[src/rtl/led_blink_pkg.sv]
// ---------------------------------------------------------------------------
// led_blink_pkg
// Shared definitions for the LED event blinker:
//   - blink_state_t : FSM state encoding (IDLE, ON, GAP)
//   - DEF_*         : default timing/width constants for a 50 MHz clock
// ---------------------------------------------------------------------------
package led_blink_pkg;

  typedef enum logic [1:0] {
    IDLE = 2'd0,
    ON   = 2'd1,
    GAP  = 2'd2
  } blink_state_t;

  // 100 ms on / 100 ms off at 50 MHz
  localparam int unsigned DEF_ON_CYCLES  = 5_000_000;
  localparam int unsigned DEF_OFF_CYCLES = 5_000_000;
  localparam int unsigned DEF_CNT_W      = 23;
  localparam int unsigned DEF_PEND_W     = 4;
  localparam logic [7:0]  DEF_DIM_DUTY   = 8'd16;

endpackage

[src/rtl/led_pwm_gen.sv]
// ---------------------------------------------------------------------------
// led_pwm_gen
// Idle-glow generator: free-running 8-bit counter with a duty compare.
// dim_o is high for DIM_DUTY out of every 256 cycles.
// Ports:
//   clk   : system clock
//   rstn  : synchronous active-low reset (counter restarts at 0)
//   dim_o : glow enable, high while counter < DIM_DUTY
// ---------------------------------------------------------------------------
module led_pwm_gen #(
  parameter logic [7:0] DIM_DUTY = 8'd16
) (
  input  logic clk,
  input  logic rstn,
  output logic dim_o
);

  logic [7:0] r_pwm_cnt;

  always_ff @(posedge clk) begin
    if (!rstn) begin
      r_pwm_cnt <= 8'd0;
    end else begin
      r_pwm_cnt <= r_pwm_cnt + 8'd1;  // wraps 255 -> 0
    end
  end

  assign dim_o = (r_pwm_cnt < DIM_DUTY);

endmodule

[src/rtl/led_event_blinker.sv]
// ---------------------------------------------------------------------------
// led_event_blinker
// Turns single-cycle event flags into visible LED blinks. Each accepted event
// gives one ON phase (ON_CYCLES) followed by one OFF gap (OFF_CYCLES). Events
// arriving while busy are queued in a saturating pending counter and replayed
// back-to-back with no idle cycle in between.
//
// Optional build macro: LED_DIM_EN
//   defined   -> LED glows at DIM_DUTY/256 while idle (via led_pwm_gen)
//   undefined -> LED fully off while idle
//
// Ports:
//   clk        : system clock
//   rstn       : synchronous active-low reset
//   event_i    : event flag, each high cycle is one event
//   clear_i    : clears pending count and overflow flag
//   led_o      : LED drive, active-high
//   busy_o     : blinking or events pending
//   pending_o  : queued events not yet started
//   overflow_o : sticky, an event was dropped at saturation
// ---------------------------------------------------------------------------
module led_event_blinker
  import led_blink_pkg::*;
#(
  parameter int unsigned ON_CYCLES  = DEF_ON_CYCLES,
  parameter int unsigned OFF_CYCLES = DEF_OFF_CYCLES,
  parameter int unsigned CNT_W      = DEF_CNT_W,
  parameter int unsigned PEND_W     = DEF_PEND_W,
  parameter logic [7:0]  DIM_DUTY   = DEF_DIM_DUTY
) (
  input  logic              clk,
  input  logic              rstn,
  input  logic              event_i,
  input  logic              clear_i,
  output logic              led_o,
  output logic              busy_o,
  output logic [PEND_W-1:0] pending_o,
  output logic              overflow_o
);

  localparam logic [CNT_W-1:0]  ON_LAST  = CNT_W'(ON_CYCLES - 1);
  localparam logic [CNT_W-1:0]  OFF_LAST = CNT_W'(OFF_CYCLES - 1);
  localparam logic [PEND_W-1:0] PEND_MAX = '1;

  blink_state_t      r_state;
  logic [CNT_W-1:0]  r_timer;
  logic [PEND_W-1:0] r_pending;
  logic              r_overflow;

  logic w_pend_nz;
  logic w_start;
  logic w_dim;

  assign w_pend_nz = (r_pending != '0);

  // A new blink starts from IDLE or straight out of the last GAP cycle.
  // A clear in the same cycle empties the queue, so nothing is started.
  assign w_start = w_pend_nz && !clear_i &&
                   ((r_state == IDLE) || ((r_state == GAP) && (r_timer == OFF_LAST)));

  always_ff @(posedge clk) begin
    if (!rstn) begin
      r_state    <= IDLE;
      r_timer    <= '0;
      r_pending  <= '0;
      r_overflow <= 1'b0;
    end else begin
      // phase sequencing
      unique case (r_state)
        IDLE: begin
          r_timer <= '0;
          if (w_start) r_state <= ON;
        end
        ON: begin
          if (r_timer == ON_LAST) begin
            r_state <= GAP;
            r_timer <= '0;
          end else begin
            r_timer <= r_timer + CNT_W'(1);
          end
        end
        GAP: begin
          if (r_timer == OFF_LAST) begin
            r_state <= w_start ? ON : IDLE;
            r_timer <= '0;
          end else begin
            r_timer <= r_timer + CNT_W'(1);
          end
        end
        default: begin
          r_state <= IDLE;
          r_timer <= '0;
        end
      endcase

      // pending queue: clear dominates; simultaneous inc/dec cancel
      if (clear_i) begin
        r_pending  <= '0;
        r_overflow <= 1'b0;
      end else if (event_i && !w_start) begin
        if (r_pending == PEND_MAX) r_overflow <= 1'b1;
        else                       r_pending  <= r_pending + PEND_W'(1);
      end else if (!event_i && w_start) begin
        r_pending <= r_pending - PEND_W'(1);
      end
    end
  end

`ifdef LED_DIM_EN
  led_pwm_gen #(
    .DIM_DUTY (DIM_DUTY)
  ) u_pwm (
    .clk   (clk),
    .rstn  (rstn),
    .dim_o (w_dim)
  );
`else
  // No glow: the duty parameter is kept so both builds share one interface.
  assign w_dim = (DIM_DUTY == 8'hFF) && 1'b0;
`endif

  // Outputs decode registered state only; nothing combinational from inputs.
  assign led_o      = (r_state == ON) || ((r_state == IDLE) && w_dim);
  assign busy_o     = (r_state != IDLE) || w_pend_nz;
  assign pending_o  = r_pending;
  assign overflow_o = r_overflow;

endmodule

[config.mk]
export PLATFORM = sky130hd
export DESIGN_NAME = led_event_blinker
export DESIGN_NICKNAME = d
export VERILOG_FILES = /design/src/rtl/led_blink_pkg.sv /design/src/rtl/led_pwm_gen.sv /design/src/rtl/led_event_blinker.sv
export SDC_FILE = /design/constraint.sdc
export NUM_CORES = 1
export LEC_CHECK = 0
export CAP_MARGIN = 20
export CORE_MARGIN = 3
export CORE_UTILIZATION = 60
export CTS_CLUSTER_DIAMETER = 120
export DETAILED_ROUTE_END_ITERATION = 16
export PLACE_DENSITY = 0.81
export SLEW_MARGIN = 20
export SYNTH_ARGS = -nofsm -noshare
export SYNTH_HDL_FRONTEND = slang
export SYNTH_SLANG_ARGS = --single-unit
[constraint.sdc]
create_clock -name clk -period 4.4 [get_ports clk]
set_input_delay 1.32 -clock clk [delete_from_list [all_inputs] [get_ports clk]]
set_output_delay 1.32 -clock clk [all_outputs]
set_load 0.005 [all_outputs]
==> results of run 1 <==
[cell type report]
cell class / count / share of cell area
multi-input cells: 137 / 0.533
flip-flops and latches: 30 / 0.344
repair buffers: 10 / 0.0573
clock buffers: 7 / 0.0258
well taps: 28 / 0.0201
inverters: 9 / 0.0194
[Yosys cell counts, types with 2 or more instances]
library cell | n | share of area
a21o_1 | 2 | 0.0095
a21oi_1 | 6 | 0.019
and3_1 | 6 | 0.024
and4_2 | 2 | 0.013
buf_2 | 2 | 0.0063
dfxtp_1 | 30 | 0.38
ha_1 | 7 | 0.055
inv_1 | 9 | 0.021
nand2_1 | 13 | 0.031
nand3_1 | 11 | 0.035
nand4_1 | 3 | 0.012
nor2_1 | 27 | 0.064
nor2b_1 | 3 | 0.012
nor3_1 | 3 | 0.0095
nor3b_2 | 3 | 0.024
nor4b_1 | 2 | 0.011
o21ai_0 | 7 | 0.022
or3_1 | 3 | 0.012
xnor2_1 | 9 | 0.050
xor2_1 | 10 | 0.055
[stage by stage]
stage | cell area (um^2) | util | std cells | setup WS (ns)
floorplan | 1580 | - | 179 | 1.58
global placement | 1700 | 0.720 | 214 | 1.00
detailed placement | 1700 | 0.720 | 214 | 0.824
CTS | 1750 | 0.739 | 221 | 1.16
global route | 1750 | 0.739 | 221 | 0.967
finish | 1750 | 0.739 | 221 | 1.15
[routing by layer]
layer / part of all wire / GRT usage
met5: 0 / 0
met1: 0.46 / 0.255
met4: 0.0057 / 0.0762
met3: 0.040 / 0.0679
met2: 0.50 / 0.310
[cell families after synthesis]
family                     count (synthesis)  share of synthesized area
and+or+nand+nor                           86                      0.311
xor gates and xnor gates                  19                      0.105
adders and majority gates                  8                     0.0680
AOI/OAI and AO/OA                         24                      0.104
DFF                                       30                      0.379
buffers and inverters                     12                     0.0324
[state kept, by name, indices dropped and copies added (netlist names)]
register / cells
pending_o: 4
r_state: 2
overflow_o: 1
r_timer: 23
[power breakdown]
part / switching [mW] / internal [mW] / leakage [nW]
Combinational: 0.0357 / 0.0341 / 0.342
Sequential: 0.00635 / 0.276 / 0.242
Clock: 0.0868 / 0.0602 / 0.0254
[worst reg2reg max path: cells and delay by family (launching register included)]
family / cells / cell delay (ns)
fa+ha+maj: 2 / 0.36
simple gates: 5 / 0.84
compound gates: 5 / 1.24
flops: 1 / 0.38
[worst min-delay path by stage]
stage / start / endpoint / depth (start not counted) / slack (ns)
2_1_floorplan: r_timer[0] / r_timer[0] / 1 / 0.43
3_3_place_gp: r_timer[0] / r_timer[0] / 1 / 0.44
3_5_place_dp: r_timer[0] / r_timer[0] / 1 / 0.46
4_1_cts: r_timer[0] / r_timer[0] / 1 / 0.48
5_1_grt: r_timer[0] / r_timer[0] / 1 / 0.51
6_report: r_timer[0] / r_timer[0] / 1 / 0.47
==> reports/results.ini, run 1 <==
[global_routing]
antenna_found_initial = 0
grt_pass1_wl_um = 5200
grt_pass1_vias = 1194
grt-ovfl-total = 0
grt_max_degree = 24
grt_usage = 0.200

[worst_hold_path]
min_path_type = reg2reg

[flow_run]
cap_violations = 0

[setup_path]
endpoint = pending_o[3]
worstReg2RegEnd = pending_o[3]
reg2reg_depth = 12
crit_type = in2reg
path_cells = clkdlybuf4s50_1 > nor2_1 > nand2_1 > nand2_1 > ha_1 > a21o_1 > a21oi_1 > a2111oi_0 > o21ai_0 > nor3b_2
slowest_delay_ns = 0.51
ff2ff_setup_slack_ns = 1.48
crit_family = compound AO/OA/AOI/OAI gates
cp.required_ns = 4.61
cp_slowest_cell = clkdlybuf4s50_1
r2r_start = r_timer[0]
cp-end-kind = register
crit_start = clear_i
worst_path_most_repeated_cell = nand2_1
worstPathArrival_ns = 3.46
critPathBufInv = 1
cp-start-kind = primary input
crit_cells = 10
crit_fanout = 5

[clocking]
cts_tree = built
cts.path.max_buffers = 2
numCtsBuffers = 5
htreeDepth = 2
clk_pin_slew_ns = 0.09
cts_setup_buffers = 0
ctsResizeCount = 0
cts_num_sinks = 30
holdBufCountCts = 0
clkLatencyLatePin_ns = 0.32
cts_root_buf = clkbuf_4

[detailed_routing]
route.vias.total = 1266
drtIter0Drc = 62
antenna_left = 0
wl_um = 2960
wire_per_inst_um = 13.4
viasPerCell = 5.73
drt_pass1_iterations = 4
route.detailed.drc = 0

[timing]
maxSlewViolCount = 0
fin_crit_ns = 3.25
period_share = 0.739
worst_hold_slack_ns = 0.471
setup_tns_ns = 0
maxSlewHeadroom = 0.445
tightest_slew_ns = 0.831
setup_viol = 0
hold_viol = 0
rsz0062_at_grt = false
clock_skew_ns = 0.00355
timing.fmax_ghz = 0.307

[final_layout]
regArea_um2 = 601
area_delta_synth_final_pct = 10.3
multi_input_area_um2 = 931
layout-drive-gt1-share = 0.0881
final_common_cell = dfxtp_1
nNetsFinal = 205
most-common-layout-cells = 30 x dfxtp_1, 27 x nor2_1, 13 x nand2_1, 11 x nand3_1
fillCellCount = 189
num_antenna_cells = 0

[power]
power_density_nw_per_um2 = 286
p_leak_nw = 0.609
finalPower_mw = 0.499
worst_ir_drop_vdd_v = 0.000225

[die]
die_y_um = 57.4
core_area_um2 = 2360
start_util = 0.670
die_x_um = 57.4
ios = 11
rows = 17
dieArea_um2 = 3290

[placed_design]
dp_hpwl_um = 2190
io_buffer_count = 10
gp_congestion = 0.904

[synth]
async_flop_share = 0
syn-num-nets = 191
syn_inst = 179
synth.cell_area_um2 = 1580
synth.distinct_cells = 41
synth_edf_count = 0
syn_avg_cell_area_um2 = 8.84
synth-main-ff-cell = dfxtp_1
synth_warnings = 0
synth_seq_area_share = 0.379
synth_seq_cells = 30

[status]
status = completed

Power figures use the tool's default switching activity.
==> run 2, diff against run 1 <==
--- a/config.mk
+++ b/config.mk
@@ -7,10 +7,10 @@
 export LEC_CHECK = 0
 export CAP_MARGIN = 20
 export CORE_MARGIN = 3
-export CORE_UTILIZATION = 60
+export CORE_UTILIZATION = 57
 export CTS_CLUSTER_DIAMETER = 120
 export DETAILED_ROUTE_END_ITERATION = 16
-export PLACE_DENSITY = 0.81
+export PLACE_DENSITY = 0.78
 export SLEW_MARGIN = 20
 export SYNTH_ARGS = -nofsm -noshare
 export SYNTH_HDL_FRONTEND = slang
==> constraint.sdc (replaced) <==
create_clock -name clk -period 3.15 [get_ports clk]
set_input_delay 0.945 -clock clk [delete_from_list [all_inputs] [get_ports clk]]
set_output_delay 0.945 -clock clk [all_outputs]
set_load 0.005 [all_outputs]
==> reports/results.ini, run 2 (synthesis results as in run 1) <==
[flow_run]
cap_violations = 0

[timing]
period_share = 0.904
tightest_slew_ns = 0.689
rsz0062_at_grt = false
maxSlewHeadroom = 0.538
fin_crit_ns = 2.85
clock_skew_ns = 0.00897
setup_viol = 0
timing.fmax_ghz = 0.351
hold_viol = 0
setup_tns_ns = 0
maxSlewViolCount = 0

[setup_path]
cp.required_ns = 3.37
critPathBufInv = 0
path_cells = ha_1 > and4_2 > nand2_1 > o41ai_4 > nand2_1 > nand2_1 > ha_1 > a21o_1 > a21oi_1 > and4_2 > o21ai_0 > nor3b_2
cp_slowest_cell = o41ai_4
crit_family = simple AND/OR/NAND/NOR gates
worstPathArrival_ns = 3.07
worst_path_most_repeated_cell = nand2_1
cp-start-kind = register
crit_type = reg2reg
crit_fanout = 5
cp-end-kind = register
slowest_delay_ns = 0.40

[placed_design]
io_buffer_count = 10
gp_congestion = 0.831
dp_hpwl_um = 2100

[die]
start_util = 0.616
ios = 11
die_y_um = 58.7
dieArea_um2 = 3450
core_area_um2 = 2570
die_x_um = 58.7
rows = 18

[worst_hold_path]
min_path_type = reg2reg

[power]
power_switching_mw = 0.196
pwr-share-seq = 0.534
internal-power_mw = 0.541
pwr-share-clk = 0.333
pwr-share-comb = 0.133
power_density_nw_per_um2 = 415
swShare = 0.266
worst_ir_drop_vdd_v = 0.000418
p_leak_nw = 0.623

[global_routing]
antenna_found_initial = 0
grt_pass1_wl_um = 5380
grt_usage = 0.204
grt-ovfl-total = 0
grt_pass1_vias = 1277
grt_max_degree = 24

[detailed_routing]
drt_pass1_iterations = 4
viasPerCell = 5.73
route.detailed.drc = 0
wl_um = 2910
wire_per_inst_um = 12.9
route.vias.total = 1289
drtIter0Drc = 85
antenna_left = 0

[status]
status = completed

[final_layout]
nNetsFinal = 206
area_delta_synth_final_pct = 12.2
regMostFlops = r_timer
fillCellCount = 225
most-common-layout-cells = 30 x dfxtp_1, 27 x nor2_1, 13 x nand2_1, 11 x nand3_1
final_common_cell = dfxtp_1
layout-drive-gt1-share = 0.108
final_util = 0.692
num_antenna_cells = 0
largest_reg_flops = 23

[clocking]
cts_tree = built
cts_root_buf = clkbuf_4
htreeDepth = 2
cts.path.max_buffers = 2
numCtsBuffers = 5
cts_num_sinks = 30
clk_pin_slew_ns = 0.09
clkLatencyLatePin_ns = 0.33
holdBufCountCts = 0
ctsResizeCount = 0
cts_setup_buffers = 0

## run 2: cell count changes in the layout (fill, tap and decap cells not counted), sizes merged
cell      before  now
clkbuf         7    6
clkinvlp       0    1
buf            0    1
clkinv         0    1
## run 2: area by class of cell
class | instances | area [um^2] | share of cell area
Clock buffer | 6 | 51.3 | 0.0289
Clock inverter | 2 | 12.5 | 0.00705
Inverter | 9 | 33.8 | 0.0190
Multi-Input combinational cell | 137 | 932 | 0.525
Sequential cell | 30 | 601 | 0.338
Tap cell | 30 | 37.5 | 0.0211
Timing Repair Buffer | 11 | 108 | 0.0606
## run 2: metal layers
layer	vias to the layer above	global-route usage	wire length, um
li1	652	-	-
met1	609	0.251	1380
met2	22	0.325	1380
met3	6	0.0658	110
met4	0	0.0939	38
met5	-	0	0
## run 2: final timing paths
| check | cells after the start | start | slack (ns) | end |
|---|---|---|---|---|
| max | 12 | r_timer[0] | 0.30 | pending_o[3] |
| min | 1 | r_timer[0] | 0.49 | r_timer[0] |
| max reg2reg | 12 | r_timer[0] | 0.30 | pending_o[3] |
| min reg2reg | 1 | r_timer[0] | 0.49 | r_timer[0] |
## run 2: power by group through the flow
stage          Sequential, mW  Clock (mW)  Combinational (mW)
2_1_floorplan           0.401           0              0.0634
3_3_place_gp            0.402           0              0.0933
3_5_place_dp            0.402           0              0.0968
4_1_cts                 0.394       0.258              0.0975
5_1_grt                 0.395       0.278               0.111
6_report                0.394       0.246              0.0978
## run 2: metrics by stage
stage          hold slack (ns)  setup WS (ns)  power, mW  area (um^2)  cells
2_1_floorplan            0.426          0.580      0.464         1580    179
3_3_place_gp             0.442          0.124      0.495         1710    217
3_5_place_dp             0.473         0.0195      0.499         1710    217
4_1_cts                  0.501          0.309      0.749         1770    225
5_1_grt                  0.536         0.0442      0.784         1780    225
6_report                 0.486          0.302      0.737         1780    225
